==> src/rtl/adc_sample_buffer.sv <==
// ADC sample buffer: averages 2^win_log2 ADC codes per window and queues each
// window result in a small register FIFO for a valid/ready consumer.
module adc_sample_buffer #(
    parameter int DATA_W       = 9,
    parameter int MAX_AVG_LOG2 = 4,
    parameter int DEPTH        = 16
) (
    input  logic                              clock,
    input  logic                              reset_n,
    input  logic                              enable,
    input  logic [$clog2(MAX_AVG_LOG2+1)-1:0] avg_sel,
    input  logic                              adc_valid,
    input  logic [DATA_W-1:0]                 adc_data,
    output logic                              out_valid,
    input  logic                              out_ready,
    output logic [DATA_W-1:0]                 out_data,
    output logic [$clog2(DEPTH):0]            fill,
    output logic                              overflow,
    input  logic                              clr_ovf,
    output logic                              state_dbg
);

    localparam int SEL_W  = $clog2(MAX_AVG_LOG2 + 1);
    localparam int ACC_W  = DATA_W + MAX_AVG_LOG2;
    localparam int CNT_W  = MAX_AVG_LOG2 + 1;
    localparam int AW     = $clog2(DEPTH);
    localparam int FILL_W = AW + 1;

    typedef enum logic {
        IDLE  = 1'b0,
        ACCUM = 1'b1
    } state_t;

    state_t             state, state_nxt;
    logic [ACC_W-1:0]   acc, acc_nxt;
    logic [CNT_W-1:0]   cnt, cnt_nxt;
    logic [SEL_W-1:0]   win_log2, win_nxt;
    logic [SEL_W-1:0]   sel_clamped;
    logic [CNT_W-1:0]   win_last;
    logic [ACC_W-1:0]   sum;
    logic               push_req;
    logic [DATA_W-1:0]  push_data;

    logic [DATA_W-1:0]  mem [DEPTH];
    logic [AW-1:0]      wr_ptr;
    logic [AW-1:0]      rd_ptr;
    logic               full;
    logic               pop;
    logic               push_ok;
    logic               drop;

    assign state_dbg = (state == ACCUM);

    always_comb begin
        sel_clamped = avg_sel;
        if (avg_sel > SEL_W'(MAX_AVG_LOG2)) begin
            sel_clamped = SEL_W'(MAX_AVG_LOG2);
        end
    end

    // The final sample of a window is folded into the sum directly, so the
    // accumulator only ever holds up to 2^win_log2 - 1 samples and cannot wrap.
    assign win_last  = (CNT_W'(1) << win_log2) - CNT_W'(1);
    assign sum       = acc + ACC_W'(adc_data);
    assign push_data = DATA_W'(sum >> win_log2);

    always_comb begin
        state_nxt = state;
        acc_nxt   = acc;
        cnt_nxt   = cnt;
        win_nxt   = win_log2;
        push_req  = 1'b0;
        case (state)
            IDLE: begin
                acc_nxt = '0;
                cnt_nxt = '0;
                if (enable) begin
                    state_nxt = ACCUM;
                    win_nxt   = sel_clamped;
                end
            end
            ACCUM: begin
                if (!enable) begin
                    state_nxt = IDLE;
                    acc_nxt   = '0;
                    cnt_nxt   = '0;
                end else if (adc_valid) begin
                    if (cnt == win_last) begin
                        push_req = 1'b1;
                        acc_nxt  = '0;
                        cnt_nxt  = '0;
                        win_nxt  = sel_clamped;
                    end else begin
                        acc_nxt = sum;
                        cnt_nxt = cnt + CNT_W'(1);
                    end
                end
            end
            default: begin
                state_nxt = IDLE;
                acc_nxt   = '0;
                cnt_nxt   = '0;
            end
        endcase
    end

    always_ff @(posedge clock or negedge reset_n) begin
        if (!reset_n) begin
            state    <= IDLE;
            acc      <= '0;
            cnt      <= '0;
            win_log2 <= '0;
        end else begin
            state    <= state_nxt;
            acc      <= acc_nxt;
            cnt      <= cnt_nxt;
            win_log2 <= win_nxt;
        end
    end

    // Handshake: a word transfers on every rising edge where out_valid and
    // out_ready are both 1; out_data holds steady while out_valid=1 and
    // out_ready=0, and reads as zero whenever out_valid=0.
    assign out_valid = (fill != '0);
    assign out_data  = out_valid ? mem[rd_ptr] : '0;
    assign full      = (fill == FILL_W'(DEPTH));
    assign pop       = out_valid && out_ready;
    assign push_ok   = push_req && (!full || pop);
    assign drop      = push_req && full && !pop;

    always_ff @(posedge clock) begin
        if (push_ok) begin
            mem[wr_ptr] <= push_data;
        end
    end

    always_ff @(posedge clock or negedge reset_n) begin
        if (!reset_n) begin
            wr_ptr <= '0;
            rd_ptr <= '0;
            fill   <= '0;
        end else begin
            if (push_ok) begin
                wr_ptr <= wr_ptr + AW'(1);
            end
            if (pop) begin
                rd_ptr <= rd_ptr + AW'(1);
            end
            case ({push_ok, pop})
                2'b10:   fill <= fill + FILL_W'(1);
                2'b01:   fill <= fill - FILL_W'(1);
                default: fill <= fill;
            endcase
        end
    end

    // A drop in the same cycle as clr_ovf wins so no loss goes unreported.
    always_ff @(posedge clock or negedge reset_n) begin
        if (!reset_n) begin
            overflow <= 1'b0;
        end else if (drop) begin
            overflow <= 1'b1;
        end else if (clr_ovf) begin
            overflow <= 1'b0;
        end
    end

endmodule

==> config.mk <==
export PLATFORM = sky130hd
export DESIGN_NAME = adc_sample_buffer
export DESIGN_NICKNAME = d
export VERILOG_FILES = /design/src/rtl/adc_sample_buffer.sv
export SDC_FILE = /design/constraint.sdc
export NUM_CORES = 1
export LEC_CHECK = 0
export CORE_ASPECT_RATIO = 0.6
export CORE_MARGIN = 2
export CORE_UTILIZATION = 45
export DETAILED_ROUTE_END_ITERATION = 12
export PLACE_DENSITY = 0.73
export SLEW_MARGIN = 20
export SYNTH_ARGS = -nofsm -noshare
export SYNTH_HDL_FRONTEND = slang
export SYNTH_SLANG_ARGS = --single-unit
==> constraint.sdc <==
create_clock -name clock -period 9.5 [get_ports clock]
set_input_delay 1.9 -clock clock [delete_from_list [all_inputs] [get_ports clock]]
set_output_delay 1.9 -clock clock [all_outputs]
set_load 0.01 [all_outputs]
### Word level (Yosys, flattened, before mapping)

Memory sizes are Yosys's and may differ from the RTL's.
Index checks and enable logic that the tools add are counted.

* logic and storage cells: 65
* memory bits (writable): 144
* memories: 1
* flip-flop bits (word level): 36
* bits of input ports: 18

* equality and inequality tests: 9
* reductions and logical operators: 11
* $add $sub $neg: 7
* multiplexer cells: 25
* shift-type cells: 2
* bitwise logic cells: 1
* $lt $le $gt $ge: 1

Memory list
* mem: depth 16, bits a word 9, rd ports 1, clocked after memory_dff 0, wr ports 1, line 44 `logic [DATA_W-1:0] mem [DEPTH];`

Operator list (number)
* 2-to-1 mux 13 bit: 3
* one-hot mux 13 bit (2 select lines): 1
* one-hot mux 5 bit (2 select lines): 2
* 2-to-1 mux 3 bit: 5
* 2-to-1 mux 5 bit: 3
* adder 13 x 9 -> 13 bit: 1
* >> shifter 13 x 3 -> 9 bit: 1
* adder 5 x 1 -> 5 bit, second input constant: 2
* 2-to-1 mux 1 bit: 9
* 2-to-1 mux 9 bit: 1
* adder 4 x 1 -> 4 bit, second input constant: 2
* != test 2 bit, second input constant: 3
* one-hot mux 3 bit (2 select lines): 1
* == test 5 bit: 1
* == test 5 bit, second input constant: 1
* nonzero test 5 bit: 1
* << shifter 1 x 3 -> 5 bit, first input constant: 1
* subtractor 5 x 1 -> 5 bit, second input constant: 1
* subtractor 5 x 2 -> 5 bit, second input constant: 1
* logical AND 1 bit: 4
* AND reduction 4 bit: 1
* nonzero test 2 bit: 2
* > comparator 3 bit, second input constant: 1
* != test 3 bit, second input constant: 1
* 6 further kinds: 7

### Longest topological paths before layout

Gate-level depths: netlist of run 1.

* word-level depth: 10
* gate-level depth with buffers: 15
* gate-level depth less buffers: 13

### Least setup slack after synthesis of run 1

No wires, ideal clock.

* path type: input -> register
* from: in adc_data[0]
* to: mem mem[0][4] (data pin)
* setup time: 330 ps
* required time: 9170 ps
* path slack: 4532 ps
* arrival time: 4637 ps
* stages: 10
* cell sequence: ha_1 > inv_1 > fa_1 > nor2b_1 > o31ai_1 > a21o_1 > o2bb2a_1 > xor2_1 > mux4_2 > o21ai_0

* word-level cells in the longest chain between the ends: 2

Ends and longest elaborated chain
* start: declaration: line 13 `input logic [DATA_W-1:0] adc_data,`
* adder 13 x 9 -> 13 bit: line 64 `assign sum = acc + ACC_W'(adc_data);`
* >> shifter 13 x 3 -> 9 bit: line 65 `assign push_data = DATA_W'(sum >> win_log2);`
* named net push_data[4]: line 42 `logic [DATA_W-1:0] push_data;`
* end: declaration: line 44

The timed path passes the listed nets, and every way through them passes these cells.

### Final worst setup path of run 1

* from: in adc_data[0]
* to: mem mem[0][8] (data pin)

The elaborated chain is that of the path after synthesis.

==> results of run 1 <==
==> registers in the layout, indices dropped and copies added, names as in the netlist <==
| register | cells |
|---|---|
| acc | 13 |
| cnt | 5 |
| fill | 5 |
| mem | 144 |
| overflow | 1 |
| rd_ptr | 4 |
| state_dbg | 1 |
| win_log2 | 3 |
| wr_ptr | 4 |
==> worst reg2reg max path, cell delays in order (launching register included) <==
cell and delay [ps]:
dfrtp_1 780, clkinv_1 450, nand3_1 170, ha_1 260
xor2_1 180, o2111ai_2 220, nor4b_4 460, and2_1 460
nand2_1 310, nor2_1 970
==> power breakdown <==
group | switching, W | total, W | internal, W
combinational | 0.000352 | 0.000744 | 0.000392
sequential | 0.0000760 | 0.00100 | 0.000925
clock | 0.000343 | 0.000729 | 0.000386
total | 0.000771 | 0.00247 | 0.00170
==> cell usage after synthesis, drive strengths merged (10+ instances only) <==
cell type    n
and2        12
nand2b      10
nor2        25
dfrtp       36
o21ai       23
edfxtp     144
nand2       46
mux4        48
xnor2       16
ha          18
inv         13
a21oi       16
clkbuf      22
==> layout make-up <==
cell class	instances	area [sq um]	area share
Inverter	15	56.3	0.00581
Sequential cell	180	5230	0.539
Multi-Input combinational cell	336	3110	0.321
Timing Repair Buffer	40	378	0.0390
Tap cell	240	300	0.0310
Clock buffer	17	425	0.0439
Clock inverter	15	203	0.0209
==> cells by family after synthesis <==
logic type               count (synthesis)
AO/OA/AOI/OAI                          102
XOR/XNOR                                25
adder cells (fa/ha/maj)                 19
buffers and inverters                   46
flip-flops                             180
multiplexers                            52
AND/OR/NAND/NOR                        138
==> routing by layer <==
metal / vias to the layer above / GRT usage / wire length [um]
met5: - / 0 / 0
met4: 0 / 0.0505 / 207
met3: 23 / 0.0381 / 1600
met2: 226 / 0.321 / 8790
met1: 2640 / 0.295 / 8460
li1: 2272 / - / -
==> worst min path at each step <==
stage,cells after the start,endpoint
2_1_floorplan,2,acc[3]$_DFFE_PN0P_
3_3_place_gp,2,acc[3]$_DFFE_PN0P_
3_5_place_dp,2,acc[3]$_DFFE_PN0P_
4_1_cts,2,acc[3]$_DFFE_PN0P_
5_1_grt,2,acc[3]$_DFFE_PN0P_
6_report,2,acc[3]$_DFFE_PN0P_
==> per-stage QoR <==
step	total power, W	area (sq um)
2_1_floorplan	0.00150	8460
3_3_place_gp	0.00173	9020
3_5_place_dp	0.00176	9040
4_1_cts	0.00248	9670
5_1_grt	0.00259	9700
6_report	0.00247	9700
==> parameters.txt, run 1 <==
Parameter                              Value

Setup path
  Endpoint of the lowest-slack register-to-register path ... mem[15][6]$_DFFE_PP_
  Cell-by-cell trace of the critical path ... clkdlybuf4s50_1 > ha_1 > inv_1 > fa_1 > nor2b_1 > o31ai_1 > a21o_1 > o2bb2a_1 > xor2_1 > mux4_2 > o22ai_1
  Crit path DAT ... 5390 ps
  Capture point of the critical path ... mem[0][8]$_DFFE_PP_
  Cell class contributing the biggest share of worst-path delay ... compound AO/OA/AOI/OAI gates
  Delay of the slowest cell on the worst path ... about 770 ps
  Worst reg2reg path depth ... 9
  Kind of critical path ... in2reg
  R2R setup slack ... 4850 ps
  Critical path peak fanout ... 16
  Cell with the biggest individual delay on the critical path ... o22ai_1
  Buf/Inv on CP ... 2
  Required time at the endpoint of the critical path ... 9580 ps
  Crit. End Element ... flip-flop
  Launching element type of the critical path ... primary input
  Critical path launch point ... adc_data[0]
  Worst r2r src ... win_log2[2]$_DFFE_PN0P_
  WP depth ... 11

Clock tree
  Clock latency at the later pin of the worst-skew pair ... 430 ps
  CTS HTree Levels ... 4
  Number of resized instances in the post-cts repair step ... 0
  Clock buffers created by TritonCTS ... 17
  Post-CTS setup repair buffer count ... 0
  CTS Hold Bufs ... 0
  Clock transition at the registers of the reported paths ... approximately 70 ps
  TritonCTS clock tree ... built
  Clock net sink count ... 180
  Maximum root-to-sink buffer count ... 2
  Root Driver ... clkbuf_16

Floorplanning
  Number of top-level pins ... 35
  Floorplan die width ... about 180 um
  Area inside the core boundary ... around 0.018 sq mm
  Height of the die ... about 110 um
  Initial core utilization ... 0.463
  Num rows ... 38
  Area of the die ... 0.0199 sq mm

Yosys
  Sequential-to-total area share from yosys stat ... 0.618
  Number of storage elements in the synthesis netlist ... 180
  Combinational family with the most area after synthesis ... multiplexers
  Area share of xor/xnor cells in the synthesized design ... 0.0268
  Prevailing post-synth register cell ... edfxtp_1
  Multiplexer fraction of the synthesized cell area ... 0.133
  Cell types occupying the most area after synthesis ... edfxtp_1 (51%), mux4_2 (13%), dfrtp_1 (11%)
  Arithmetic-cell share of the synthesized area counting full adders, half adders and majority gates ... 0.0290
  Share of Yosys cell area claimed by the top area cell type ... 0.511
  Number of distinct library cell variants in the gate-level netlist after synthesis ... 66
  Share of flip-flops with an asynchronous set or reset after synthesis ... 0.200
  Post-Synthesis Mean Instance Area ... 15.1 sq um
  Compound-cell area share of the yosys netlist ... 0.0864
  Syn Inst Count ... 562
  Number of synthesis warnings ... 0
  Total nets after synthesis ... roughly 600
  Number of enable flip-flop cells after synthesis ... 144
  Share of synthesized cell area in and, or, nand and nor gates ... 0.0842
  Area of the mapped netlist ... approximately 0.0085 sq mm
  Synth area leader ... edfxtp_1

Global route
  GRT Util Overall ... 0.203
  Wire length of the first global-routing pass ... 29.6 mm
  Pin count of the biggest net entering global routing ... 40
  Number of global-route vias before repair ... 5053
  Remaining Overflow, GRT ... 0
  Number of antenna violations at the first check in global routing ... 0

Pwr
  Leakage power summed over all cells ... 3.32 nW
  IR Drop Worst-Case VDD ... 0.130 mV
  Power density over cell area ... about 260 mW/mm^2

Placed design
  Buffers on Ports ... 34
  Dpl cells ... 810
  GP Congestion ... roughly 0.93
  Minimum setup slack after placement ... 3760 ps
  Total half-perimeter wirelength after legalization and detailed placement ... 12.5 mm

Min path
  Hold WC Path Type ... reg2reg
  Hold Startpoint ... acc[3]$_DFFE_PN0P_

Finish
  Number of fill cells in the layout ... 1457
  Commonest cells after routing, fill and taps aside ... edfxtp_1 (144), mux4_2 (48), nand2_1 (46)
  Most frequent standard cell in the layout excluding fill and tap cells ... edfxtp_1
  Share of post-route cells with drive strength above 1 ... 0.196
  Post-layout utilization of the core ... 0.531
  Post-Layout Cell Count ... 843
  Net count of the finished layout ... around 630
  Layout overhead on the synthesized area ... 14.6%
  Diode insertion count for antenna repair ... 0

Route
  Total wirelength of the detailed-routed design ... 19.1 mm
  DRT antenna net count ... 0
  Average vias per placed instance ... between 6 and 7
  DRC Markers ... 0
  Via count ... 5161
  Number of DRC markers after the initial detailed-route iteration ... 599
  Wirelength per Cell ... 22.6 um
  Detailed-routing iteration count for the pre-antenna-repair pass ... 5

Timing
  Slew Viols, Final ... 0
  Timing-limited maximum frequency ... 189 MHz
  Worst setup slack after layout ... approximately 4200 ps
  Maximum clock skew at final layout ... 11.3 ps
  Setup repair after global routing missed its margin ... false
  Final clock period utilization by the worst path ... 0.558
  Final hold violation count ... 0
  Clock period minus worst slack ... 5300 ps
  Worst slew slack as a fraction of its limit ... 0.214
  Slew at the pin closest to its max-slew limit ... 1170 ps
  Tightest hold margin ... 493 ps
  Final setup violation count ... 0
  Final setup TNS ... 0 ps

Run
  Number of max-cap violations ... 0

Run status
  Result of the run ... complete, no violations
No activity file was read; power rests on OpenSTA's default activity.
==> inputs of run 2 (changes only) <==
- clock period: 9.5 -> 5.3 ns (I/O delays scaled with it)
==> run 2 against run 1 <==
  * Critical path depth unchanged
  * Register-to-register slack got worse by 3600 ps
  * Via count increased by 2.4%
  * Clock skew about the same
  * Setup slack got worse by 3300 ps
  * Sequential power increased by 81%
  * Core utilization increased by 0.42 points
  * First-iteration DRC count decreased by 3.8%
  * Critical endpoint is now mem[0][7]$_DFFE_PP_
  * Largest cell class unchanged
  * Largest power group unchanged
  * Highest routed layer unchanged
==> parameters.txt, run 2 (same netlist as run 1, synthesis figures left out) <==
Parameter                              Value

Run status
  Result of the run ... complete, no violations

Floorplanning
  Number of top-level pins ... 35 (unchanged)
  Area of the die ... 0.0199 sq mm (unchanged)
  Floorplan die width ... 181 um (unchanged)
  Area inside the core boundary ... 0.0183 sq mm (unchanged)
  Height of the die ... 110 um (unchanged)
  Initial core utilization ... 0.463 (unchanged)
  Num rows ... 38 (unchanged)

Timing
  Timing-limited maximum frequency ... 228 MHz
  Final clock period utilization by the worst path ... 0.828
  Worst slew slack as a fraction of its limit ... 0.265 (+0.0512)
  Slew at the pin closest to its max-slew limit ... 1100 ps (-77.3 ps)
  Maximum clock skew at final layout ... 11.1 ps (-0.135 ps)
  Slew Viols, Final ... 0 (unchanged)
  Final setup violation count ... 0 (unchanged)
  Final hold violation count ... 0 (unchanged)
  Setup repair after global routing missed its margin ... false
  Final setup TNS ... 0 ps (unchanged)
  Clock period minus worst slack ... 4390 ps

Clock tree
  Clock transition at the registers of the reported paths ... 70 ps (about the same)
  Post-CTS setup repair buffer count ... 0 (unchanged)
  TritonCTS clock tree ... built
  CTS HTree Levels ... 4 (unchanged)
  Root Driver ... clkbuf_16
  Clock net sink count ... 180 (unchanged)
  Number of resized instances in the post-cts repair step ... 0 (unchanged)
  Clock latency at the later pin of the worst-skew pair ... 420 ps (about the same)
  CTS Hold Bufs ... 0 (unchanged)
  Maximum root-to-sink buffer count ... 2 (unchanged)
  Clock buffers created by TritonCTS ... 17 (unchanged)

Pwr
  Internal cell power ... 0.00305 W (+79%)
  Net switching power ... 0.00134 W (+74%)
  Clock network fraction of total power ... 0.285 (-0.010)
  IR Drop Worst-Case VDD ... 0.256 mV (+98%)
  Switching portion of total power ... 0.306 (-0.00581)
  Leakage power summed over all cells ... 3.40 nW (+2.5%)
  Sequential share of power ... 0.413 (+0.008)
  Logic pwr share ... 0.302 (about the same)
  Power density over cell area ... 450 mW/mm^2 (+76%)

Setup path
  Critical path peak fanout ... 16 (unchanged)
  Delay of the slowest cell on the worst path ... 940 ps (+170 ps)
  Kind of critical path ... in2reg
  Cell with the biggest individual delay on the critical path ... o211ai_1
  Crit path DAT ... 4450 ps (-940 ps)
  Cell-by-cell trace of the critical path ... clkdlybuf4s50_1 > ha_1 > inv_1 > fa_1 > nor2b_1 > o31ai_1 > a21o_1 > o2bb2a_1 > a32oi_1 > o21ai_0 > o211ai_1
  R2R setup slack ... 1250 ps (-3600 ps)
  Launching element type of the critical path ... primary input
  Crit. End Element ... flip-flop
  Required time at the endpoint of the critical path ... 5360 ps (-4220 ps)

Finish
  Flip-flop count of the largest register after layout ... 144 (unchanged)
  Commonest cells after routing, fill and taps aside ... edfxtp_1 (144), mux4_2 (48), nand2_1 (46)
  Diode insertion count for antenna repair ... 0 (unchanged)
  Share of post-route cells with drive strength above 1 ... 0.197 (+0.00143)
  Layout overhead on the synthesized area ... 15.5%
  Area of all placed cells without fillers ... 0.00977 sq mm (+0.79%)
  Net count of the finished layout ... 648 (+3.3%)
  Post-layout utilization of the core ... 0.535 (+0.00418)
  Largest registers ... mem (144), acc (13)
  Most frequent standard cell in the layout excluding fill and tap cells ... edfxtp_1
  Register bank with the most flops ... mem
  Number of fill cells in the layout ... 1461 (+0.27%)

Route
  Total wirelength of the detailed-routed design ... 19.2 mm (+0.83%)
  DRT antenna net count ... 0 (unchanged)
  Wirelength per Cell ... 22.2 um (-1.6%)
  Via count ... 5283 (+2.4%)
  DRC Markers ... 0 (unchanged)
  Number of DRC markers after the initial detailed-route iteration ... 576 (-3.8%)
  Average vias per placed instance ... 6.11 (-0.12%)
  Detailed-routing iteration count for the pre-antenna-repair pass ... 8 (+3)

Global route
  Number of antenna violations at the first check in global routing ... 0 (unchanged)
  Pin count of the biggest net entering global routing ... 40 (unchanged)
  Number of global-route vias before repair ... 5221 (+3.3%)
  GRT Util Overall ... 0.205 (+0.00165)
  Wire length of the first global-routing pass ... 30.1 mm (+1.5%)
  Remaining Overflow, GRT ... 0 (unchanged)

Placed design
  Buffers on Ports ... 34 (unchanged)
  Total half-perimeter wirelength after legalization and detailed placement ... 12.6 mm (+1.3%)
  Area after detailed placement ... 0.00917 sq mm (+1.4%)
  GP Congestion ... 0.891 (-3.6%)

Run
  Number of max-cap violations ... 0 (unchanged)

Min path
  Hold WC Path Type ... reg2reg
run 2: changes by cell type in the layout (fill, tap and decap cells not counted), sizes merged:
| cell | change |
|---|---|
| buf | +20 |
| clkbuf | +1 |
| clkinv | -2 |
| inv | -2 |
| clkinvlp | +4 |
run 2: final timing paths:
path                                              start                    end  cells after the start
min in group asynchronous                       reset_n     acc[7]$_DFFE_PN0P_                      1
worst min register to register       acc[3]$_DFFE_PN0P_     acc[3]$_DFFE_PN0P_                      2
worst max-delay path                        adc_data[0]    mem[0][7]$_DFFE_PP_                     11
worst max register to register  win_log2[1]$_DFFE_PN0P_    mem[7][8]$_DFFE_PP_                     10
max in group asynchronous                       reset_n  rd_ptr[0]$_DFFE_PN0P_                      1
worst min-delay path                 acc[3]$_DFFE_PN0P_     acc[3]$_DFFE_PN0P_                      2
run 2: layout make-up:
cell class	instances	area [sq um]	share of cell area
clock buffers	17	425	0.0435
clock inverters	15	168	0.0172
inverters	15	56.3	0.00576
multi-input cells	336	3050	0.312
flip-flops and latches	180	5230	0.535
well taps	240	300	0.0307
repair buffers	61	551	0.0563
run 2: metrics by stage:
| step | std cells | total power (W) | hold slack (ps) | worst slack (ps) |
|---|---|---|---|---|
| after floorplan | 562 | 0.00268 | 454 | 1170 |
| after global placement | 831 | 0.00312 | 480 | 734 |
| after detailed placement | 831 | 0.00317 | 484 | 470 |
| after CTS | 863 | 0.00442 | 500 | 888 |
| after global routing | 864 | 0.00459 | 546 | 730 |
| final | 864 | 0.00439 | 503 | 912 |
run 2: layer usage:
metal / track usage / share of wire / up-vias
li1: - / - / 2303
met1: 0.284 / 0.44 / 2708
met2: 0.331 / 0.47 / 252
met3: 0.0476 / 0.084 / 20
met4: 0.0540 / 0.010 / 0
met5: 0 / 0 / -
run 2: worst max-delay path, delay by kind of cell:
family	cells	cell delay, ps
adders and majority gates	2	570
AOI/OAI and AO/OA	6	2030
buffers and inverters	2	520
and+or+nand+nor	1	280
run 2: power groups by stage:
| stage | sequential (W) | combinational (W) | clock, W |
|---|---|---|---|
| global placement | 0.00184 | 0.00128 | 0 |
| global route | 0.00183 | 0.00143 | 0.00133 |
| finish | 0.00181 | 0.00133 | 0.00125 |
| detailed placement | 0.00185 | 0.00132 | 0 |
| CTS | 0.00182 | 0.00133 | 0.00127 |
| floorplan | 0.00174 | 0.000938 | 0 |
==> inputs of run 3 (changes only) <==
- PLACE_DENSITY: 0.73 -> 0.75
- clock period: 5.3 -> 3.9 ns (I/O delays scaled with it)
==> run 3 against run 2 <==
  * Routed wire length increased by 0.34%
  * Critical path type is now reg2out
  * Global-route usage increased by 0.38 points
  * Highest routed layer unchanged
  * Clock power increased by 42%
  * Largest cell class unchanged
==> parameters.txt, run 3 (same netlist as run 1, synthesis figures left out) <==
Parameter                              Value

Run status
  Result of the run ... complete, no violations

Finish
  Register bank with the most flops ... mem
  Most frequent standard cell in the layout excluding fill and tap cells ... edfxtp_1
  Commonest cells after routing, fill and taps aside ... edfxtp_1 (144), mux4_2 (48), nand2_1 (46)
  Diode insertion count for antenna repair ... 0 (unchanged)
  Area of all placed cells without fillers ... 0.00993 sq mm (+1.5%)
  Layout overhead on the synthesized area ... 17.3%
  Net count of the finished layout ... 661 (+2.0%)
  Share of post-route cells with drive strength above 1 ... 0.212 (+0.0148)
  Largest registers ... mem (144), acc (13)
  Flip-flop count of the largest register after layout ... 144 (unchanged)

Floorplanning
  Num rows ... 38 (unchanged)
  Initial core utilization ... 0.463 (unchanged)
  Area inside the core boundary ... 0.0183 sq mm (unchanged)
  Height of the die ... 110 um (unchanged)
  Area of the die ... 0.0199 sq mm (unchanged)
  Floorplan die width ... 181 um (unchanged)
  Number of top-level pins ... 35 (unchanged)

Clock tree
  Clock transition at the registers of the reported paths ... 70 ps (about the same)
  Clock latency at the later pin of the worst-skew pair ... 440 ps (+20 ps)
  Post-CTS setup repair buffer count ... 0 (unchanged)
  Clock buffers created by TritonCTS ... 17 (unchanged)
  Number of resized instances in the post-cts repair step ... 0 (unchanged)
  CTS HTree Levels ... 4 (unchanged)
  Clock net sink count ... 180 (unchanged)
  TritonCTS clock tree ... built
  CTS Hold Bufs ... 0 (unchanged)
  Root Driver ... clkbuf_16
  Maximum root-to-sink buffer count ... 2 (unchanged)

Run
  Number of max-cap violations ... 0 (unchanged)

Route
  Total wirelength of the detailed-routed design ... 19.3 mm (+0.34%)
  Average vias per placed instance ... 6.05 (-1.1%)
  DRC Markers ... 0 (unchanged)
  Detailed-routing iteration count for the pre-antenna-repair pass ... 5 (-3)
  DRT antenna net count ... 0 (unchanged)
  Number of DRC markers after the initial detailed-route iteration ... 494 (-14%)
  Wirelength per Cell ... 22.0 um (-1.1%)
  Via count ... 5303 (+0.38%)

Timing
  Final clock period utilization by the worst path ... 0.942
  Worst slew slack as a fraction of its limit ... 0.402 (+0.137)
  Final setup violation count ... 0 (unchanged)
  Slew at the pin closest to its max-slew limit ... 897 ps (-200 ps)
  Final hold violation count ... 0 (unchanged)
  Timing-limited maximum frequency ... 272 MHz
  Setup repair after global routing missed its margin ... false
  Slew Viols, Final ... 0 (unchanged)
  Clock period minus worst slack ... 3670 ps
  Maximum clock skew at final layout ... 12.6 ps (+1.48 ps)

Pwr
  Sequential share of power ... 0.394 (-0.019)
  Net switching power ... 0.00188 W (+40%)
  Leakage power summed over all cells ... 3.49 nW (+2.9%)
  Post-route total power ... 0.00610 W (+39%)
  Internal cell power ... 0.00422 W (+38%)
  Logic pwr share ... 0.317 (+0.015)
  IR Drop Worst-Case VDD ... 0.338 mV (+32%)
  Switching portion of total power ... 0.308 (+0.00236)
  Clock network fraction of total power ... 0.290 (+0.005)
  Power density over cell area ... 614 mW/mm^2 (+37%)

Setup path
  Critical path peak fanout ... 28 (+12)
  Cell-by-cell trace of the critical path ... buf_12 > mux4_2 > mux4_2 > and2_1 > clkdlybuf4s50_1
  Required time at the endpoint of the critical path ... 3120 ps (-2240 ps)
  Launching element type of the critical path ... flip-flop
  Most used cell, CP ... mux4_2
  Worst r2r src ... win_log2[0]$_DFFE_PN0P_
  Crit. End Element ... primary output
  Critical path launch point ... rd_ptr[0]$_DFFE_PN0P_
  Crit path DAT ... 2890 ps (-1560 ps)
  Cell class contributing the biggest share of worst-path delay ... multiplexers
  Buf/Inv on CP ... 2 (unchanged)
  Cell with the biggest individual delay on the critical path ... mux4_2
  Delay of the slowest cell on the worst path ... 580 ps (-360 ps)
  Kind of critical path ... reg2out

Placed design
  GP Congestion ... 0.932 (+4.5%)
  Total half-perimeter wirelength after legalization and detailed placement ... 12.9 mm (+1.7%)
  Area after detailed placement ... 0.00930 sq mm (+1.4%)
  Buffers on Ports ... 34 (unchanged)

Global route
  Remaining Overflow, GRT ... 0 (unchanged)
  GRT Util Overall ... 0.208 (+0.00382)
  Pin count of the biggest net entering global routing ... 40 (unchanged)
  Number of antenna violations at the first check in global routing ... 0 (unchanged)
  Number of global-route vias before repair ... 5258 (+0.71%)
  Wire length of the first global-routing pass ... 30.3 mm (+0.78%)

Min path
  Hold WC Path Type ... in2async
[run 3: cell type report]
class                      instances  area (sq um)
fill                            1435          8330
sequential                       180          5230
tap                              240           300
clock buffer                      17           425
inverter                          15          56.3
clock inverter                    15           203
timing repair buffer              74           673
multi-input combinational        336          3040
[run 3: power by group through the flow]
stage          clock [W]  sequential, W  combinational [W]
2_1_floorplan          0        0.00237            0.00127
3_3_place_gp           0        0.00243            0.00187
3_5_place_dp           0        0.00244            0.00194
4_1_cts          0.00180        0.00240            0.00195
5_1_grt          0.00188        0.00241            0.00208
6_report         0.00177        0.00240            0.00193
[run 3: metrics by stage]
step | cells | TNS (ps) | setup WS (ps) | utilization | hold slack (ps)
after CTS | 877 | 0 | 204 | 0.544 | 486
after floorplan | 562 | 0 | 52.4 | - | 454
after detailed placement | 845 | -4000 | -87.6 | 0.509 | 480
final | 877 | 0 | 227 | 0.544 | 471
after global routing | 877 | 0 | 10.5 | 0.544 | 517
after global placement | 845 | -821 | -48.7 | 0.509 | 475
[run 3: final timing paths]
path	end	slack [ps]	depth (start not counted)
max in group asynchronous	rd_ptr[0]$_DFFE_PN0P_	2800	1
hold reg to reg	acc[3]$_DFFE_PN0P_	490	2
min in group clock	acc[3]$_DFFE_PN0P_	490	2
setup / recovery	out_data[4]	230	5
hold / removal	acc[8]$_DFFE_PN0P_	470	1
setup reg to reg	mem[3][4]$_DFFE_PP_	400	10
[run 3: routing by layer]
metal  vias up  global-route usage  part of all wire
li1       2330                   -                 -
met1      2738               0.300              0.45
met2       213               0.321              0.45
met3        22              0.0519             0.083
met4         0              0.0557             0.012
met5         -                   0                 0
